--- config.mk ---
export PLATFORM = sky130hd
export DESIGN_NAME = circuit_diff
export DESIGN_NICKNAME = d
export VERILOG_FILES = /design/src/rtl/circuit_diff.sv
export SDC_FILE = /design/constraint.sdc
export NUM_CORES = 1
export LEC_CHECK = 0
export ABC_AREA = 0
export ABC_CLOCK_PERIOD_IN_PS = 3200
export CAP_MARGIN = 15
export CORE_MARGIN = 3
export CORE_UTILIZATION = 25
export DETAILED_ROUTE_END_ITERATION = 7
export GPL_ROUTABILITY_DRIVEN = 0
export GPL_TIMING_DRIVEN = 0
export SLEW_MARGIN = 20
export SYNTH_ARGS = -nofsm -noshare
export SYNTH_HDL_FRONTEND = slang
export SYNTH_SLANG_ARGS = --single-unit
--- constraint.sdc ---
create_clock -name clk -period 3.2 [get_ports clk]
set_input_delay 0.48 -clock clk [delete_from_list [all_inputs] [get_ports clk]]
set_output_delay 0.48 -clock clk [all_outputs]
set_load 0.1 [all_outputs]
--- src/rtl/circuit_diff.sv ---
// ---------------------------------------------------------------------------
// circuit_diff
//   Decoder/checker for the running-sum accumulator y(n) = y(n-1) + |x(n)|.
//   Each strobed sample y is differenced against the previous accepted
//   sample to recover |x(n)|. Results are tagged with a sample index and
//   queued in a 2-entry ready/valid buffer.
//
// Ports
//   clk        system clock, rising edge
//   rst        asynchronous active-low reset
//   en         sample strobe, one sample per cycle
//   y          accumulator sample (YW bits, wraps modulo 2^YW)
//   clr        synchronous clear of sticky flags, index counter and prev
//   x_abs      recovered |x| at buffer head (XW bits)
//   x_n        sample index at buffer head (NW bits)
//   x_valid    buffer head holds data
//   x_ready    consumer accepts head when x_valid & x_ready
//   err_range  sticky: a difference exceeded 2^(XW-1), output was saturated
//   err_ovf    sticky: a sample arrived with the buffer full and was dropped
// ---------------------------------------------------------------------------
module circuit_diff #(
   parameter int YW = 32,
   parameter int XW = 12,
   parameter int NW = 16
) (
   input  logic          clk,
   input  logic          rst,
   input  logic          en,
   input  logic [YW-1:0] y,
   input  logic          clr,
   output logic [XW-1:0] x_abs,
   output logic [NW-1:0] x_n,
   output logic          x_valid,
   input  logic          x_ready,
   output logic          err_range,
   output logic          err_ovf
);

   // Largest legal |x| (2^(XW-1)); also the saturation value.
   localparam logic [YW-1:0] LIMIT = {{(YW-1){1'b0}}, 1'b1} << (XW-1);
   localparam logic [XW-1:0] SAT   = LIMIT[XW-1:0];

   typedef enum logic [1:0] {EMPTY, ONE, TWO} occ_t;

   occ_t          state_q, state_d;
   logic [YW-1:0] prev_q, prev_d;
   logic [NW-1:0] cnt_q, cnt_d;
   logic [XW-1:0] head_abs_q, head_abs_d, tail_abs_q, tail_abs_d;
   logic [NW-1:0] head_n_q, head_n_d, tail_n_q, tail_n_d;
   logic          err_range_q, err_range_d;
   logic          err_ovf_q, err_ovf_d;

   logic          pop, push, full, range_hit;
   logic [YW-1:0] prev_base, diff;
   logic [NW-1:0] cnt_base;
   logic [XW-1:0] new_abs;

   // clr takes effect before the sample of the same cycle is decoded, so
   // that sample is differenced against 0 and tagged with index 0.
   always_comb begin
      prev_base = clr ? '0 : prev_q;
      cnt_base  = clr ? '0 : cnt_q;
      // Modular subtraction decodes accumulator wrap-around for free.
      diff      = y - prev_base;
      range_hit = diff > LIMIT;
      new_abs   = range_hit ? SAT : diff[XW-1:0];
      pop       = (state_q != EMPTY) && x_ready;
      full      = (state_q == TWO);
      // A pop in the same cycle frees a slot, so full + pop still accepts.
      push      = en && (!full || pop);
   end

   always_comb begin
      state_d     = state_q;
      prev_d      = prev_base;
      cnt_d       = cnt_base;
      head_abs_d  = head_abs_q;
      head_n_d    = head_n_q;
      tail_abs_d  = tail_abs_q;
      tail_n_d    = tail_n_q;
      err_range_d = clr ? 1'b0 : err_range_q;
      err_ovf_d   = clr ? 1'b0 : err_ovf_q;

      if (push) begin
         prev_d = y;
         cnt_d  = cnt_base + NW'(1);
         if (range_hit) begin
            err_range_d = 1'b1;
         end
      end
      if (en && !push) begin
         err_ovf_d = 1'b1;
      end

      // Head register is the output; when the buffer drains it simply keeps
      // the last value shown, which gives the hold-when-empty behaviour.
      case (state_q)
         EMPTY: begin
            if (push) begin
               head_abs_d = new_abs;
               head_n_d   = cnt_base;
               state_d    = ONE;
            end
         end
         ONE: begin
            if (push && pop) begin
               head_abs_d = new_abs;
               head_n_d   = cnt_base;
            end else if (push) begin
               tail_abs_d = new_abs;
               tail_n_d   = cnt_base;
               state_d    = TWO;
            end else if (pop) begin
               state_d    = EMPTY;
            end
         end
         TWO: begin
            if (pop) begin
               head_abs_d = tail_abs_q;
               head_n_d   = tail_n_q;
               if (push) begin
                  tail_abs_d = new_abs;
                  tail_n_d   = cnt_base;
               end else begin
                  state_d    = ONE;
               end
            end
         end
         default: begin
            state_d = EMPTY;
         end
      endcase
   end

   always_ff @(posedge clk or negedge rst) begin
      if (!rst) begin
         state_q     <= EMPTY;
         prev_q      <= '0;
         cnt_q       <= '0;
         head_abs_q  <= '0;
         head_n_q    <= '0;
         tail_abs_q  <= '0;
         tail_n_q    <= '0;
         err_range_q <= 1'b0;
         err_ovf_q   <= 1'b0;
      end else begin
         state_q     <= state_d;
         prev_q      <= prev_d;
         cnt_q       <= cnt_d;
         head_abs_q  <= head_abs_d;
         head_n_q    <= head_n_d;
         tail_abs_q  <= tail_abs_d;
         tail_n_q    <= tail_n_d;
         err_range_q <= err_range_d;
         err_ovf_q   <= err_ovf_d;
      end
   end

   assign x_abs     = head_abs_q;
   assign x_n       = head_n_q;
   assign x_valid   = (state_q != EMPTY);
   assign err_range = err_range_q;
   assign err_ovf   = err_ovf_q;

endmodule

Word level (Yosys, flattened, before mapping)
Cells that the tools add are included.
{"block": "word_totals", "register_bits": 108, "output_inout_bits": 31}
{"block": "op_classes", "n_addsub": 2, "n_eq_ne": 8, "reduce_logical": 15, "mux": 33, "n_lt_le_gt_ge": 1}
{"cell": "two-way mux 16 bit", "n": 8}
{"cell": "two-way mux 12 bit", "n": 7}
{"cell": "two-way mux 32 bit", "n": 2}
{"cell": "case mux 16 bit (3 select lines)", "n": 1}
{"cell": "case mux 12 bit (3 select lines)", "n": 1}
{"cell": "> comparator 32 x 12 -> 1 bit, second input constant", "n": 1}
{"cell": "case mux 16 bit (2 select lines)", "n": 1}
{"cell": "subtractor 32 bit", "n": 1}
{"cell": "case mux 12 bit (2 select lines)", "n": 1}
{"cell": "adder 16 x 1 -> 16 bit, second input constant", "n": 1}
{"cell": "two-way mux 2 bit", "n": 6}
{"cell": "!= test 2 bit, second input constant", "n": 5}
{"cell": "case mux 2 bit (3 select lines)", "n": 1}
{"cell": "nonzero test 2 bit", "n": 3}
{"cell": "two-way mux 1 bit", "n": 5}
{"cell": "AND reduction 5 bit", "n": 1}
{"cell": "logical AND 1 bit", "n": 4}
{"cell": "AND reduction 4 bit", "n": 1}
{"cell": "!= test 3 bit, second input constant", "n": 1}
{"cell": "AND reduction 3 bit", "n": 1}
{"cell": "nonzero test 3 bit", "n": 1}
{"cell": "equality test 2 x 1 -> 1 bit, second input constant", "n": 1}
{"cell": "equality test 2 bit, second input constant", "n": 1}
{"cell": "logical NOT 1 bit", "n": 2}
{"cell": "2 further kinds", "n": 2}

Longest topological paths before layout
Gate-level depths: netlist of run 1.
{"block": "depth", "depth_word": 7, "mapped_depth": 16, "mapped_depth_nobuf": 13}

Worst setup path before layout of run 1
Ideal clock, no wire load.
{"block": "synth_timing", "path_kind": "input to register", "startpoint": "input port clr", "endpoint": "register head_abs_q[11] (netlist: x_abs[11])", "setup_time_ns": 0.119, "slack_ns": -0.780, "path_stages": 16, "t_required_ns": 3.081, "arrival_time_ns": 3.861, "path_buffers": 4, "path_cell_list": "inv_1 > clkbuf_1 > buf_1 > nand2_1 > ha_1 > clkbuf_1 > a21oi_1 > o21ai_0 > a21o_1 > nor4b_2 > mux2_2 > a21o_1 > nor4_4 > nand4_2 > buf_6 > o21a_1"}
{"block": "synth_via", "elab_chain_len": 6}
{"item": "start: declaration", "line_no": "30", "text": "input logic clr,"}
{"item": "two-way mux 32 bit *", "line_no": "61", "text": "prev_base = clr ? '0 : prev_q;"}
{"item": "subtractor 32 bit *", "line_no": "64", "text": "diff = y - prev_base;"}
{"item": "> comparator 32 x 12 -> 1 bit", "line_no": "65", "text": "range_hit = diff > LIMIT;"}
{"item": "two-way mux 12 bit *", "line_no": "66", "text": "new_abs = range_hit ? SAT : diff[XW-1:0];"}
{"item": "two-way mux 12 bit, on equally long branches", "line_no": "106, 99"}
{"item": "case mux 12 bit (3 select lines) *", "line_no": "97", "text": "case (state_q)"}
{"item": "end signal: assignment", "line_no": "150", "text": "head_abs_q <= head_abs_d;"}
{"item": "end: declaration", "line_no": "48", "text": "logic [XW-1:0] head_abs_q, head_abs_d, tail_abs_q, tail_abs_d;"}
Every way passes the cells marked *; elsewhere a longest branch is shown, timed or not. The select of a mux whose other input is x is not followed.
A chain may end at the register's enable or synchronous reset.

Worst setup path after layout of run 1
{"block": "layout_timing", "startpoint": "input port y[0]", "endpoint": "register head_abs_q[0] (netlist: x_abs[0])"}
{"block": "layout_via", "elab_chain_len": 5}
{"item": "start: declaration", "line_no": "29", "text": "input logic [YW-1:0] y,"}
{"item": "subtractor 32 bit *", "line_no": "64"}
{"item": "> comparator 32 x 12 -> 1 bit", "line_no": "65"}
{"item": "two-way mux 12 bit *", "line_no": "66"}
{"item": "two-way mux 12 bit, on equally long branches", "line_no": "106, 99"}
{"item": "case mux 12 bit (3 select lines) *", "line_no": "97"}
Marks and branches as above.

==> flow_metrics.py, run 1 <==
metrics = {
    "floorplan": {
        "start_util_pct": 25.5,
        "core_um2": 26100,
        "die_y_um": 169,
        "die_area_um2": 28700,
        "dieWidth_um": 169,
        "ios": 68,
        "rows": 59,
    },
    "drt": {
        "via_count": 6166,
        "avgRoutedWirePerCell_um": 15.3,
        "first_pass_iters": 5,
        "route.detailed.drc": 0,
        "drt_iter0_markers": 453,
        "routed_wl_um": 18900,
        "ant_nets": 0,
        "vias_per_cell": 5.00,
    },
    "sta": {
        "finalHoldViolations": 0,
        "drv_slew": 0,
        "fin_crit_sh_pct": 111,
        "fin_ws_ns": -0.366,
        "min_period_ns": 3.57,
        "rsz0062_at_grt": "true",
        "setup_violations": 25,
        "worstMarginPinSlew_ns": 1.03,
        "fmax_mhz": 280,
        "slew_headroom_pct": 30.9,
        "fin_setup_tns_ns": -7.37,
        "fin_skew_ns": 0.0124,
    },
    "critical_path": {
        "crit_family": "simple AND/OR/NAND/NOR gates",
        "crit_buf_inv": 5,
        "startpoint_type": "primary input",
        "end_kind": "flip-flop",
        "crit_type": "in2reg",
        "cp.arrival_ns": 3.85,
        "crit_required_ns": 3.48,
        "slowest_stage": "or4_4",
        "cp_common_cell": "nor4_4",
        "crit_chain": "dlygate4sd2_1 > inv_1 > ha_4 > inv_2 > fa_2 > a211oi_4 > nor2_2 > xor2_2 > or4_4 > nor4_4 > a41oi_2 > nor4_4 > nand4_4 > buf_12 > buf_8 > o31ai_2",
        "slowest_delay_ns": 0.50,
        "crit_fanout": 8,
    },
    "outcome": {
        "violations": "negative setup slack",
        "outcome": "finished with violations",
    },
    "clock_tree": {
        "cts_buffers": 9,
        "cts.sinks": 108,
        "insertion_delay_ns": 0.36,
        "cts_tree": "built",
        "cts_buffer_depth": 2,
        "cts_max_level": 3,
        "clockRootBuffer": "clkbuf_16",
        "path_clk_slew_ns": 0.09,
    },
    "global_route": {
        "grt_max_degree": 80,
        "grt_usage_pct": 13.2,
        "antenna_found_initial": 0,
        "grt_pass1_vias": 5826,
        "overflow": 0,
        "grt_pass1_wl_um": 30900,
    },
    "synthesis": {
        "synth_edf_count": 0,
        "yosysWarnings": 0,
        "synthSimpleGateAreaFrac_pct": 22.2,
        "netlist_area_um2": 6680,
        "synth_seq_area_share_pct": 40.5,
        "synth_ff_type": "dfrtp_1",
        "synth_fa_ha_area_share_pct": 6.30,
        "synth_compound_area_share_pct": 22.5,
        "synth-xor-area-share_pct": 3.94,
        "ys_ff_latch": 108,
        "syn_inst": 800,
        "muxShareOfSynthArea_pct": 0.956,
        "synth_top_family_by_area": "compound AO/OA/AOI/OAI gates",
        "syn_nets": 870,
        "yosys.cell_types.count": 71,
        "async_flop_share_pct": 100,
        "synth_area_per_cell_um2": 8.34,
    },
    "min_path": {
        "hp-class": "in2reg",
    },
    "power_and_ir_drop": {
        "p_leak_nw": 3.58,
        "peakVddDrop_mv": 0.234,
        "power.density_nw_per_um2": 438,
    },
    "finish": {
        "n_antenna_cell": 0,
        "fin_nets": 962,
        "drive_above_1_share_pct": 14.6,
        "syn2layout_area_growth_pct": 31.1,
        "fin_util_pct": 33.5,
    },
    "placed_design": {
        "dpl.hpwl_um": 14100,
        "portBuffers": 67,
    },
    "flow_run": {
        "drv_cap": 0,
    },
}
[routing by layer]
layer / share of wire, % / vias to the layer above / global-route usage [%]
met5: 0 / - / 0
met4: 0.86 / 0 / 2.52
met3: 4.2 / 16 / 2.35
met2: 45 / 136 / 20.5
met1: 50 / 2985 / 19.4
li1: - / 3029 / -
[placed cells by master (no fill, tap or decap), drive strengths merged, types with 18 or more instances in the layout]
cell           instances
clkbuf                36
clkdlybuf4s50         63
buf                   35
o21ai                 97
ha                    32
a21oi                 62
nand2                176
nor2                  56
dfrtp                108
xor2                  18
[layout make-up]
class                   instances  area (um2)
fillers                      2758       17400
multi-input cells             633        4110
flip-flops and latches        108        2700
repair buffers                 85         882
well taps                     335         419
plain buffers                  43         256
clock buffers                   9         225
clock inverters                 7        91.3
inverters                      12        57.6
[worst paths after layout]
path | start | endpoint | slack, ns | depth (start not counted)
max | y[0] | x_abs[0] | -0.37 | 16
min | clr | cnt_q[15] | 0.42 | 2
min in group asynchronous | rst | err_range | 0.57 | 2
min reg2reg | tail_abs_q[0] | tail_abs_q[0] | 0.47 | 2
max reg2reg | prev_q[0] | x_abs[0] | -0.34 | 15
max in group asynchronous | rst | tail_n_q[6] | 1.95 | 3
[synthesized netlist by cell type, types with 14 or more instances]
master	instances	area share [%]
and3_1	15	1.4
a21o_1	14	1.6
ha_1	32	6.0
dfrtp_1	108	40
nand2_1	176	9.9
nand4_1	15	1.4
clkbuf_1	32	1.8
o21ai_0	78	5.8
xor2_1	18	2.4
o21ai_1	19	1.4
nor2_1	56	3.1
a21oi_1	62	4.6
[cells by family (layout without fill, tap and decap cells)]
logic type | count (synthesis) | count (layout)
DFF | 108 | 108
buffers and inverters | 59 | 156
xor gates and xnor gates | 30 | 30
AOI/OAI and AO/OA | 240 | 240
adders and majority gates | 33 | 33
muxes | 6 | 6
and+or+nand+nor | 324 | 324
[power by group]
part           internal (mW)  switching (mW)
Combinational          0.396           0.782
Sequential              1.43          0.0340
Clock                  0.568           0.619
Total                   2.40            1.43
[sequential cells by signal, summed over array words and instances, names as in the netlist]
| register | cells |
|---|---|
| cnt_q | 16 |
| err_ovf | 1 |
| err_range | 1 |
| prev_q | 32 |
| state_q | 2 |
| tail_abs_q | 12 |
| tail_n_q | 16 |
| x_abs | 12 |
| x_n | 16 |
[stage by stage]
stage	area, um2	hold WS (ns)	std cells	setup slack, ns	power (mW)
6_report	8750	0.417	1232	-0.366	3.83
5_1_grt	8750	0.424	1232	-0.539	4.06
2_1_floorplan	6790	0.184	800	-0.302	2.23
3_3_place_gp	7880	0.453	1202	-2.80	2.55
3_5_place_dp	7910	0.396	1203	-1.71	2.57
4_1_cts	8530	0.414	1229	-0.453	3.83
[repair_timing]
action	in CTS	in global routing
hold buffers	1	0
gates resized for setup	54	37
buffers inserted	9	5
pin swaps	27	24
endpoints found under the hold margin	4	0
endpoints found under the setup margin	25	28
cloned	1	1
Note: power is estimated with default switching activity, not from simulation.
==> inputs of run 2 (changes only) <==
ABC_AREA = 1   (was 0)
CORE_MARGIN = 1.5   (was 3)
==> run 2 against run 1 <==
Against the previous run:
- the flow now finishes without violations
- non-clock buffer count decreased by 18
- total power increased by 73%
- clock skew decreased by 0.0032 ns
- combinational power increased to 3.0 times the previous value
- die area increased by 5.2%
- via count increased by 14%
- synthesized cell count increased by 37%
- first-iteration DRC count increased by 12%
- critical endpoint is now err_range
- highest routed layer unchanged
==> flow_metrics.py, run 2 <==
metrics = {
    "finish": {
        "fin_nets": 1255,
        "layout_commonest_cell": "nand2_1",
        "mostFrequentLayoutCells": "nand2_1, inv_1, nor2_1, dfrtp_1, clkdlybuf4s50_1",
        "fill_cells": 3095,
        "multi_input_area_um2": 4340,
        "n_antenna_cell": 0,
        "top_register": "prev_q",
        "drive_above_1_share_pct": 12.4,
        "syn2layout_area_growth_pct": 28.8,
        "largest_reg_flops": 32,
        "seq_area_um2": 2700,
    },
    "sta": {
        "setup_violations": 0,
        "min_period_ns": 3.11,
        "finalHoldViolations": 0,
        "fmax_mhz": 322,
        "fin_setup_tns_ns": 0,
        "fin_skew_ns": 0.00925,
        "slew_headroom_pct": 33.3,
        "drv_slew": 0,
        "worstMarginPinSlew_ns": 0.997,
        "fin_crit_sh_pct": 97.2,
    },
    "synthesis": {
        "synth_edf_count": 0,
        "synth_seq_area_share_pct": 37.1,
        "synthTopCellsByArea": "dfrtp_1, nand2_1, inv_1",
        "synth_ff_type": "dfrtp_1",
        "synth_top_area_cell": "dfrtp_1",
        "syn_nets": 1165,
        "synth_top_area_share_pct": 37.1,
        "async_flop_share_pct": 100,
        "yosysWarnings": 0,
        "synth.most_common_cell": "nand2_1",
        "synth_area_per_cell_um2": 6.66,
        "ys_ff_latch": 108,
        "synth_commonest_cells": "nand2_1, inv_1, nor2_1",
        "netlist_area_um2": 7290,
        "syn_inst": 1095,
        "yosys.cell_types.count": 34,
    },
    "floorplan": {
        "die_area_um2": 30200,
        "rows": 62,
        "die_y_um": 174,
        "core_um2": 28700,
        "ios": 68,
        "start_util_pct": 25.4,
        "dieWidth_um": 174,
    },
    "min_path": {
        "hp-class": "in2async",
    },
    "clock_tree": {
        "insertion_delay_ns": 0.36,
        "cts_tree": "built",
        "cts_buffers": 9,
        "cts_max_level": 3,
        "path_clk_slew_ns": 0.09,
        "cts.sinks": 108,
        "clockRootBuffer": "clkbuf_16",
        "cts_buffer_depth": 2,
    },
    "placed_design": {
        "dpl.hpwl_um": 16000,
        "portBuffers": 66,
    },
    "global_route": {
        "grt_max_degree": 66,
        "antenna_found_initial": 0,
        "grt_usage_pct": 13.8,
        "grt_pass1_vias": 6727,
        "overflow": 0,
        "grt_pass1_wl_um": 33600,
    },
    "critical_path": {
        "crit_type": "in2reg",
        "slowest_delay_ns": 0.46,
        "slowest_stage": "clkdlybuf4s50_1",
        "startpoint_type": "primary input",
        "cp.arrival_ns": 3.35,
        "crit_fanout": 3,
        "end_kind": "flip-flop",
        "crit_chain": "clkdlybuf4s50_1 > inv_1 > ha_1 > inv_2 > fa_2 > or2_2 > nor2_1 > nand3_1 > nor2_1 > nand2_1 > nor2_1 > nand2_1 > nand2_1 > nand3_2 > nor2_4 > buf_6 > and2_1 > o21ai_0",
        "crit_required_ns": 3.44,
    },
    "drt": {
        "routed_wl_um": 20800,
        "route.detailed.drc": 0,
        "avgRoutedWirePerCell_um": 13.2,
        "vias_per_cell": 4.46,
        "ant_nets": 0,
        "via_count": 7023,
        "first_pass_iters": 6,
        "drt_iter0_markers": 507,
    },
    "power_and_ir_drop": {
        "finalPower_mw": 6.63,
        "peakVddDrop_mv": 0.308,
        "p_leak_nw": 4.60,
        "power.density_nw_per_um2": 705,
    },
    "flow_run": {
        "drv_cap": 0,
    },
    "outcome": {
        "outcome": "complete, no violations",
    },
}
## run 2: layer usage
| layer | wire length (um) | global-route usage [%] |
|---|---|---|
| met3 | 966 | 2.50 |
| met1 | 9890 | 18.5 |
| met4 | 312 | 3.48 |
| met2 | 9620 | 22.8 |
| met5 | 0 | 0 |
## run 2: layout make-up
cell class	count	area share (%)
Buffer	31	2.22
Clock buffer	9	2.40
Clock inverter	7	0.973
Inverter	144	5.78
Multi-Input combinational cell	812	46.2
Sequential cell	108	28.8
Tap cell	384	5.12
Timing Repair Buffer	79	8.57
## run 2: logic make-up after synthesis
kind of cell,count (synthesis),share of synthesized area [%]
xor+xnor,17,2.04
mux,5,0.772
compound gates,111,8.15
flops,108,37.1
buf+inv,175,9.30
simple gates,646,36.9
fa+ha+maj,33,5.77
## run 2: where the power goes
part	switching [mW]	internal (mW)
combinational	2.56	0.938
sequential	0.187	1.75
clock	0.622	0.568
total	3.37	3.26
## run 2: critical path, delay by kind of cell
family          cells  cell delay, ns
fa+ha+maj           2            0.65
simple gates       11            1.37
buf+inv             4            0.75
compound gates      1            0.09
## run 2: final timing paths
| path | from | endpoint | slack (ns) | depth (start not counted) |
|---|---|---|---|---|
| max reg2reg | prev_q[0] | err_range | 0.29 | 21 |
| min in group clk | x_abs[1] | x_abs[1] | 0.48 | 2 |
| min reg2reg | x_abs[1] | x_abs[1] | 0.48 | 2 |
| min | rst | x_n[13] | 0.02 | 1 |
| max in group asynchronous | rst | prev_q[25] | 2.49 | 2 |
| max | y[0] | err_range | 0.09 | 18 |
## run 2: per-stage QoR
step | hold WS [ns] | util [%] | cell area (um2) | std cells | setup slack (ns)
4_1_cts | 0.0321 | 30.9 | 8880 | 1563 | -0.0152
3_3_place_gp | 0.469 | 29.4 | 8430 | 1545 | -2.61
5_1_grt | 0.0408 | 32.7 | 9390 | 1574 | -0.0239
2_1_floorplan | 0.184 | - | 7290 | 1095 | 0.0838
6_report | 0.0168 | 32.7 | 9390 | 1574 | 0.0905
3_5_place_dp | 0.433 | 29.5 | 8460 | 1546 | -0.832
## run 2: repair_timing
item,4_1_cts,5_1_grt
pin swaps,3,17
cloned,1,1
gates resized for setup,25,101
hold buffers,0,0
setup buffers,0,10
endpoints found under the setup margin,25,25
